<file path="config.mk">
export PLATFORM = sky130hd
export DESIGN_NAME = sram_port_arbiter
export DESIGN_NICKNAME = d
export VERILOG_FILES = /design/src/rtl/sram_arb_pkg.sv /design/src/rtl/sram_rr_picker.sv /design/src/rtl/sram_port_arbiter.sv
export SDC_FILE = /design/constraint.sdc
export NUM_CORES = 1
export LEC_CHECK = 0
export CORE_AREA = 2 2 94 96
export CTS_BUF_LIST = sky130_fd_sc_hd__clkbuf_8
export DETAILED_ROUTE_END_ITERATION = 10
export DIE_AREA = 0 0 96 98
export GPL_TIMING_DRIVEN = 0
export PLACE_DENSITY = 0.84
export REMOVE_ABC_BUFFERS = 1
export SYNTH_ARGS = -nofsm -noshare
export SYNTH_HDL_FRONTEND = slang
export SYNTH_SLANG_ARGS = --single-unit
</file>
<file path="constraint.sdc">
create_clock -name HCLK -period 5.5 [get_ports HCLK]
set_clock_uncertainty 0.1 [all_clocks]
set_input_delay 1.1 -clock HCLK [delete_from_list [all_inputs] [get_ports HCLK]]
set_output_delay 1.1 -clock HCLK [all_outputs]
set_load 0.01 [all_outputs]
</file>
<file path="src/rtl/sram_arb_pkg.sv">
// Shared encodings for the two-port SRAM arbiter: FSM states, HSIZE codes
// and requester port indices.
package sram_arb_pkg;

   typedef enum logic [1:0] {
      ST_IDLE  = 2'b00,
      ST_ISSUE = 2'b01,
      ST_WAIT  = 2'b10
   } arb_state_e;

   localparam logic [2:0] HSIZE_BYTE  = 3'b000;
   localparam logic [2:0] HSIZE_HALF  = 3'b001;
   localparam logic [2:0] HSIZE_WORD  = 3'b010;

   localparam logic PORT_AHB = 1'b0;
   localparam logic PORT_SII = 1'b1;

endpackage

</file>
<file path="src/rtl/sram_rr_picker.sv">
// Two-way round-robin selector: a lone pending port wins outright, and when
// both are pending the port that was not served last wins.
module sram_rr_picker
   import sram_arb_pkg::*;
(
   input  logic [1:0] pend,
   input  logic       last,
   output logic       winner,
   output logic       valid
);

   // Pick the winner from the pending flags and the last-served port
   always_comb begin
      valid  = |pend;
      winner = PORT_AHB;
      unique case (pend)
         2'b10:   winner = PORT_SII;
         2'b11:   winner = ~last;
         default: winner = PORT_AHB;
      endcase
   end

endmodule

</file>
<file path="src/rtl/sram_port_arbiter.sv">
// Shares one SRAM controller port between the AHB slave (port 0) and the SII
// master (port 1). Round-robin arbitration, ack routing, busy flags and a
// watchdog that forces an error ack when the controller never answers.
module sram_port_arbiter
   import sram_arb_pkg::*;
#(
   parameter int AHB_DWIDTH  = 32,
   parameter int ADDR_WIDTH  = 20,
   parameter int ACK_TIMEOUT = 255,
   parameter int TO_WIDTH    = 8
) (
   input  logic                  HCLK,
   input  logic                  HRESETN,
   input  logic                  req0,
   input  logic                  req1,
   input  logic                  write0,
   input  logic                  write1,
   input  logic [2:0]            size0,
   input  logic [2:0]            size1,
   input  logic [ADDR_WIDTH-1:0] addr0,
   input  logic [ADDR_WIDTH-1:0] addr1,
   input  logic [AHB_DWIDTH-1:0] wdata0,
   input  logic [AHB_DWIDTH-1:0] wdata1,
   output logic                  ack0,
   output logic                  ack1,
   output logic                  err0,
   output logic                  err1,
   output logic                  busy0,
   output logic                  busy1,
   output logic [AHB_DWIDTH-1:0] rdata,
   output logic                  sram_req,
   output logic                  sram_write,
   output logic [2:0]            sram_size,
   output logic [ADDR_WIDTH-1:0] sram_addr,
   output logic [AHB_DWIDTH-1:0] sram_wdata,
   input  logic                  sram_ack,
   input  logic [AHB_DWIDTH-1:0] sram_rdata
);

   arb_state_e          state;
   logic                pend0;
   logic                pend1;
   logic                grant;
   logic                last;
   logic [TO_WIDTH-1:0] cnt;

   logic                pick_winner;
   logic                pick_valid;
   logic                active;
   logic                timeout;
   logic                ack_any;
   logic                err_any;
   logic                sel;

   sram_rr_picker u_picker (
      .pend   ({pend1, pend0}),
      .last   (last),
      .winner (pick_winner),
      .valid  (pick_valid)
   );

   // Completion decode: real ack in ISSUE/WAIT, or watchdog expiry in WAIT
   always_comb begin
      active  = (state != ST_IDLE);
      timeout = (state == ST_WAIT) && (cnt == TO_WIDTH'(ACK_TIMEOUT - 1));
      ack_any = ((state == ST_ISSUE) && sram_ack) ||
                ((state == ST_WAIT) && (sram_ack || timeout));
      err_any = timeout && !sram_ack;
      ack0    = ack_any && (grant == PORT_AHB);
      ack1    = ack_any && (grant == PORT_SII);
      err0    = err_any && (grant == PORT_AHB);
      err1    = err_any && (grant == PORT_SII);
      busy0   = active && (grant == PORT_SII);
      busy1   = active && (grant == PORT_AHB);
   end

   // Command mux: granted port while a transfer is open, port 0 when idle
   always_comb begin
      sel        = active && (grant == PORT_SII);
      sram_req   = (state == ST_ISSUE);
      sram_write = active && (sel ? write1 : write0);
      sram_size  = sel ? size1  : size0;
      sram_addr  = sel ? addr1  : addr0;
      sram_wdata = sel ? wdata1 : wdata0;
      rdata      = sram_rdata;
   end

   // Pending flags and arbitration FSM; a new req beats the clearing ack
   always_ff @(posedge HCLK or negedge HRESETN) begin
      if (!HRESETN) begin
         state <= ST_IDLE;
         pend0 <= 1'b0;
         pend1 <= 1'b0;
         grant <= PORT_AHB;
         last  <= PORT_SII;
         cnt   <= '0;
      end else begin
         pend0 <= req0 | (pend0 & ~ack0);
         pend1 <= req1 | (pend1 & ~ack1);
         unique case (state)
            ST_IDLE: begin
               if (pick_valid) begin
                  grant <= pick_winner;
                  state <= ST_ISSUE;
               end
            end
            ST_ISSUE: begin
               cnt <= '0;
               if (sram_ack) begin
                  last  <= grant;
                  state <= ST_IDLE;
               end else begin
                  state <= ST_WAIT;
               end
            end
            ST_WAIT: begin
               cnt <= cnt + TO_WIDTH'(1);
               if (ack_any) begin
                  last  <= grant;
                  state <= ST_IDLE;
               end
            end
            default: state <= ST_IDLE;
         endcase
      end
   end

endmodule

</file>
==> flow_summary.json <==
{
  "synth-seq-area-share_pct": 17.9,
  "core_region_area_um2": 8470,
  "crit_type": "register to primary output",
  "cts_resized": 0,
  "synth_warnings": 0,
  "num_vias": 1988,
  "drc": 0,
  "post-dp-hpwl_um": 7070,
  "die-area_um2": 9410,
  "synth_cell_types": 35,
  "viasPerCell": 4.53,
  "top_layer": "met4",
  "setup_viol": 0,
  "multi_input_area_um2": 1210,
  "port_buffers": 179,
  "ir_worst_vdd_mv": 0.144,
  "areaGrowthSynthToFinish_pct": 84.0,
  "hp-class": "register to register",
  "max_slew_margin_pct": 57.0,
  "r2r_setup_slack_ns": 3.50,
  "cts_buffers": 3,
  "seq_area_um2": 352,
  "synth_top_cell_area_share_pct": 29.8,
  "fill_cells": 800,
  "holdPathStages": 2,
  "grt_remaining_overflow": 0,
  "io_pins": 244,
  "h-tree-depth": 1,
  "drt-pass1-iter-count": 4,
  "finalHoldViolations": 0,
  "layout_common_cells": "179 x clkdlybuf4s50_1, 39 x mux2_4, 16 x mux2_2",
  "cts_tree": "built",
  "root_buffer": "clkbuf_8",
  "insertion_delay_ns": 0.25,
  "wl_met3_um": 1240,
  "reg2reg_to": "last$_DFFE_PN1P_",
  "fin_crit_ns": 3.88,
  "dieHeight_um": 98,
  "max_freq_ghz": 0.258,
  "ff2ff_path_depth": 5,
  "grt_pass1_vias": 2024,
  "worst_pin_slew_ns": 0.643,
  "met1_length_um": 2690,
  "final_common_cell": "clkdlybuf4s50_1",
  "antenna_found_initial": 0,
  "rsz0062_at_grt": "false",
  "wl_met2_um": 3900,
  "drtIter0Drc": 47,
  "cts_buffer_depth": 2,
  "numClockSinks": 14,
  "max_cap_violations": 0,
  "grt_max_degree": 28,
  "wirelength_um": 7960,
  "start_util_pct": 23.2,
  "r2r-start": "state[0]$_DFFE_PN0P_",
  "power.leakage_uw": 0.00147,
  "track_usage_pct": 15.7,
  "p_per_area_nw_per_um2": 364,
  "place_area_um2": 3570,
  "rows": 34,
  "syn_inst": 187,
  "min_to": "last$_DFFE_PN1P_",
  "tns_ns": 0,
  "clkSlewWorstSetupHoldPaths_ns": 0.05,
  "crit_fanout": 27,
  "synth_area_um2": 1970,
  "slew_violations": 0,
  "ys_seq_elements": 14,
  "nNetsFinal": 486,
  "wl_per_cell_um": 18.1,
  "drive_gt1_share_pct": 20.2,
  "synth_area_leader_cell": "mux2_4",
  "arrival_ns": 2.68,
  "synth_area_leaders": "mux2_4 30%, dfrtp_1 17%, buf_4 13%, mux2_2 9.2%, buf_12 4.1%",
  "finalCritPeriodShare_pct": 70.6,
  "grt_pass1_wl_um": 11000,
  "syn_area_per_cell_um2": 10.5,
  "n_antenna_cell": 0,
  "status": "complete, no violations",
  "final_cell_area_um2": 3620,
  "holdBufCountCts": 0,
  "required_ns": 4.30,
  "cts_setup_buffers": 0,
  "die_x_um": 96,
  "cp-start-kind": "register",
  "hp-start": "last$_DFFE_PN1P_",
  "antenna_left": 0,
  "gp_congestion": 0.766,
  "critPathCaptureType": "primary output"
}
where the power goes:
group / leakage [uW] / internal [uW] / switching (uW)
clock: 0.0000288 / 63.4 / 34.9
sequential: 0.000178 / 127 / 24.9
combinational: 0.00126 / 652 / 416
worst max path at each step:
stage               cells past startpoint            end                  from
floorplan                               4   sram_addr[0]  state[1]$_DFFE_PN0P_
global placement                        5  sram_wdata[0]  state[1]$_DFFE_PN0P_
detailed placement                      4           ack0              sram_ack
CTS                                     7   sram_addr[0]  state[1]$_DFFE_PN0P_
global route                            7   sram_size[2]  state[1]$_DFFE_PN0P_
finish                                  7   sram_addr[0]  state[1]$_DFFE_PN0P_
stage by stage:
stage / worst slack [ns] / hold slack [ns] / cells / util (%) / power [uW]
after global routing: 1.49 / 0.469 / 439 / 42.8 / 1400
after global placement: 1.11 / 0.412 / 433 / 41.6 / 1190
after detailed placement: 1.74 / 0.446 / 435 / 42.1 / 1230
final: 1.62 / 0.450 / 439 / 42.8 / 1320
after CTS: 1.58 / 0.455 / 439 / 42.8 / 1330
after floorplan: 1.93 / 0.386 / 146 / - / 730
flip-flops by register name, indices dropped and copies added (netlist names):
register,flops
pend1,1
grant,1
cnt,8
last,1
state,2
pend0,1
cells in the mapped netlist:
| master | number |
|---|---|
| a31oi_1 | 1 |
| buf_12 | 4 |
| o21ai_0 | 8 |
| mux2_2 | 16 |
| nand4_1 | 1 |
| nand3b_1 | 1 |
| mux2_4 | 39 |
| buf_6 | 2 |
| or2_2 | 1 |
| nor2_1 | 8 |
| o211ai_1 | 5 |
| nor2b_1 | 2 |
| nor2_4 | 1 |
| nand2_1 | 8 |
| ha_1 | 5 |
| a211o_1 | 1 |
| dfstp_2 | 1 |
| or4_1 | 1 |
| nand4_2 | 2 |
| inv_1 | 8 |
| xor2_1 | 1 |
| a21oi_1 | 6 |
| o211a_1 | 1 |
| inv_4 | 1 |
| a32o_1 | 1 |
| buf_4 | 33 |
| nand3_1 | 4 |
| buf_2 | 1 |
| o21a_1 | 1 |
| dfrtp_1 | 13 |
| or3_1 | 3 |
| o311ai_1 | 1 |
| mux2i_1 | 3 |
| clkbuf_8 | 1 |
| nor3_1 | 2 |
layout make-up:
| class | count | area share (%) |
|---|---|---|
| sequential | 14 | 9.71 |
| inverter | 9 | 1.00 |
| multi-input combinational | 123 | 33.4 |
| tap | 108 | 3.73 |
| timing repair buffer | 181 | 50.6 |
| clock buffer | 4 | 1.52 |
logic make-up (layout without fill, tap and decap cells):
group / Yosys count / in the layout / share of synthesized area [%]
compound gates: 25 / 25 / 8.07
flops: 14 / 14 / 17.9
xor+xnor: 1 / 1 / 0.445
mux: 58 / 58 / 40.4
buf+inv: 50 / 194 / 20.6
simple gates: 34 / 34 / 9.41
fa+ha+maj: 5 / 5 / 3.18
per-layer routing:
| metal | global-route usage [%] | vias up |
|---|---|---|
| li1 | - | 921 |
| met5 | 2.78 | - |
| met3 | 9.95 | 8 |
| met1 | 15.9 | 926 |
| met2 | 26.0 | 133 |
| met4 | 4.51 | 0 |
critical path, cell delays in order (launching register included):
cell and delay (ns):
dfrtp_1 0.39, inv_1 0.07, ha_1 0.30, nor2_4 0.32
buf_12 0.24, buf_12 0.24, mux2_2 0.36, clkdlybuf4s50_1 0.48
No activity file was read; power rests on OpenSTA's default activity.
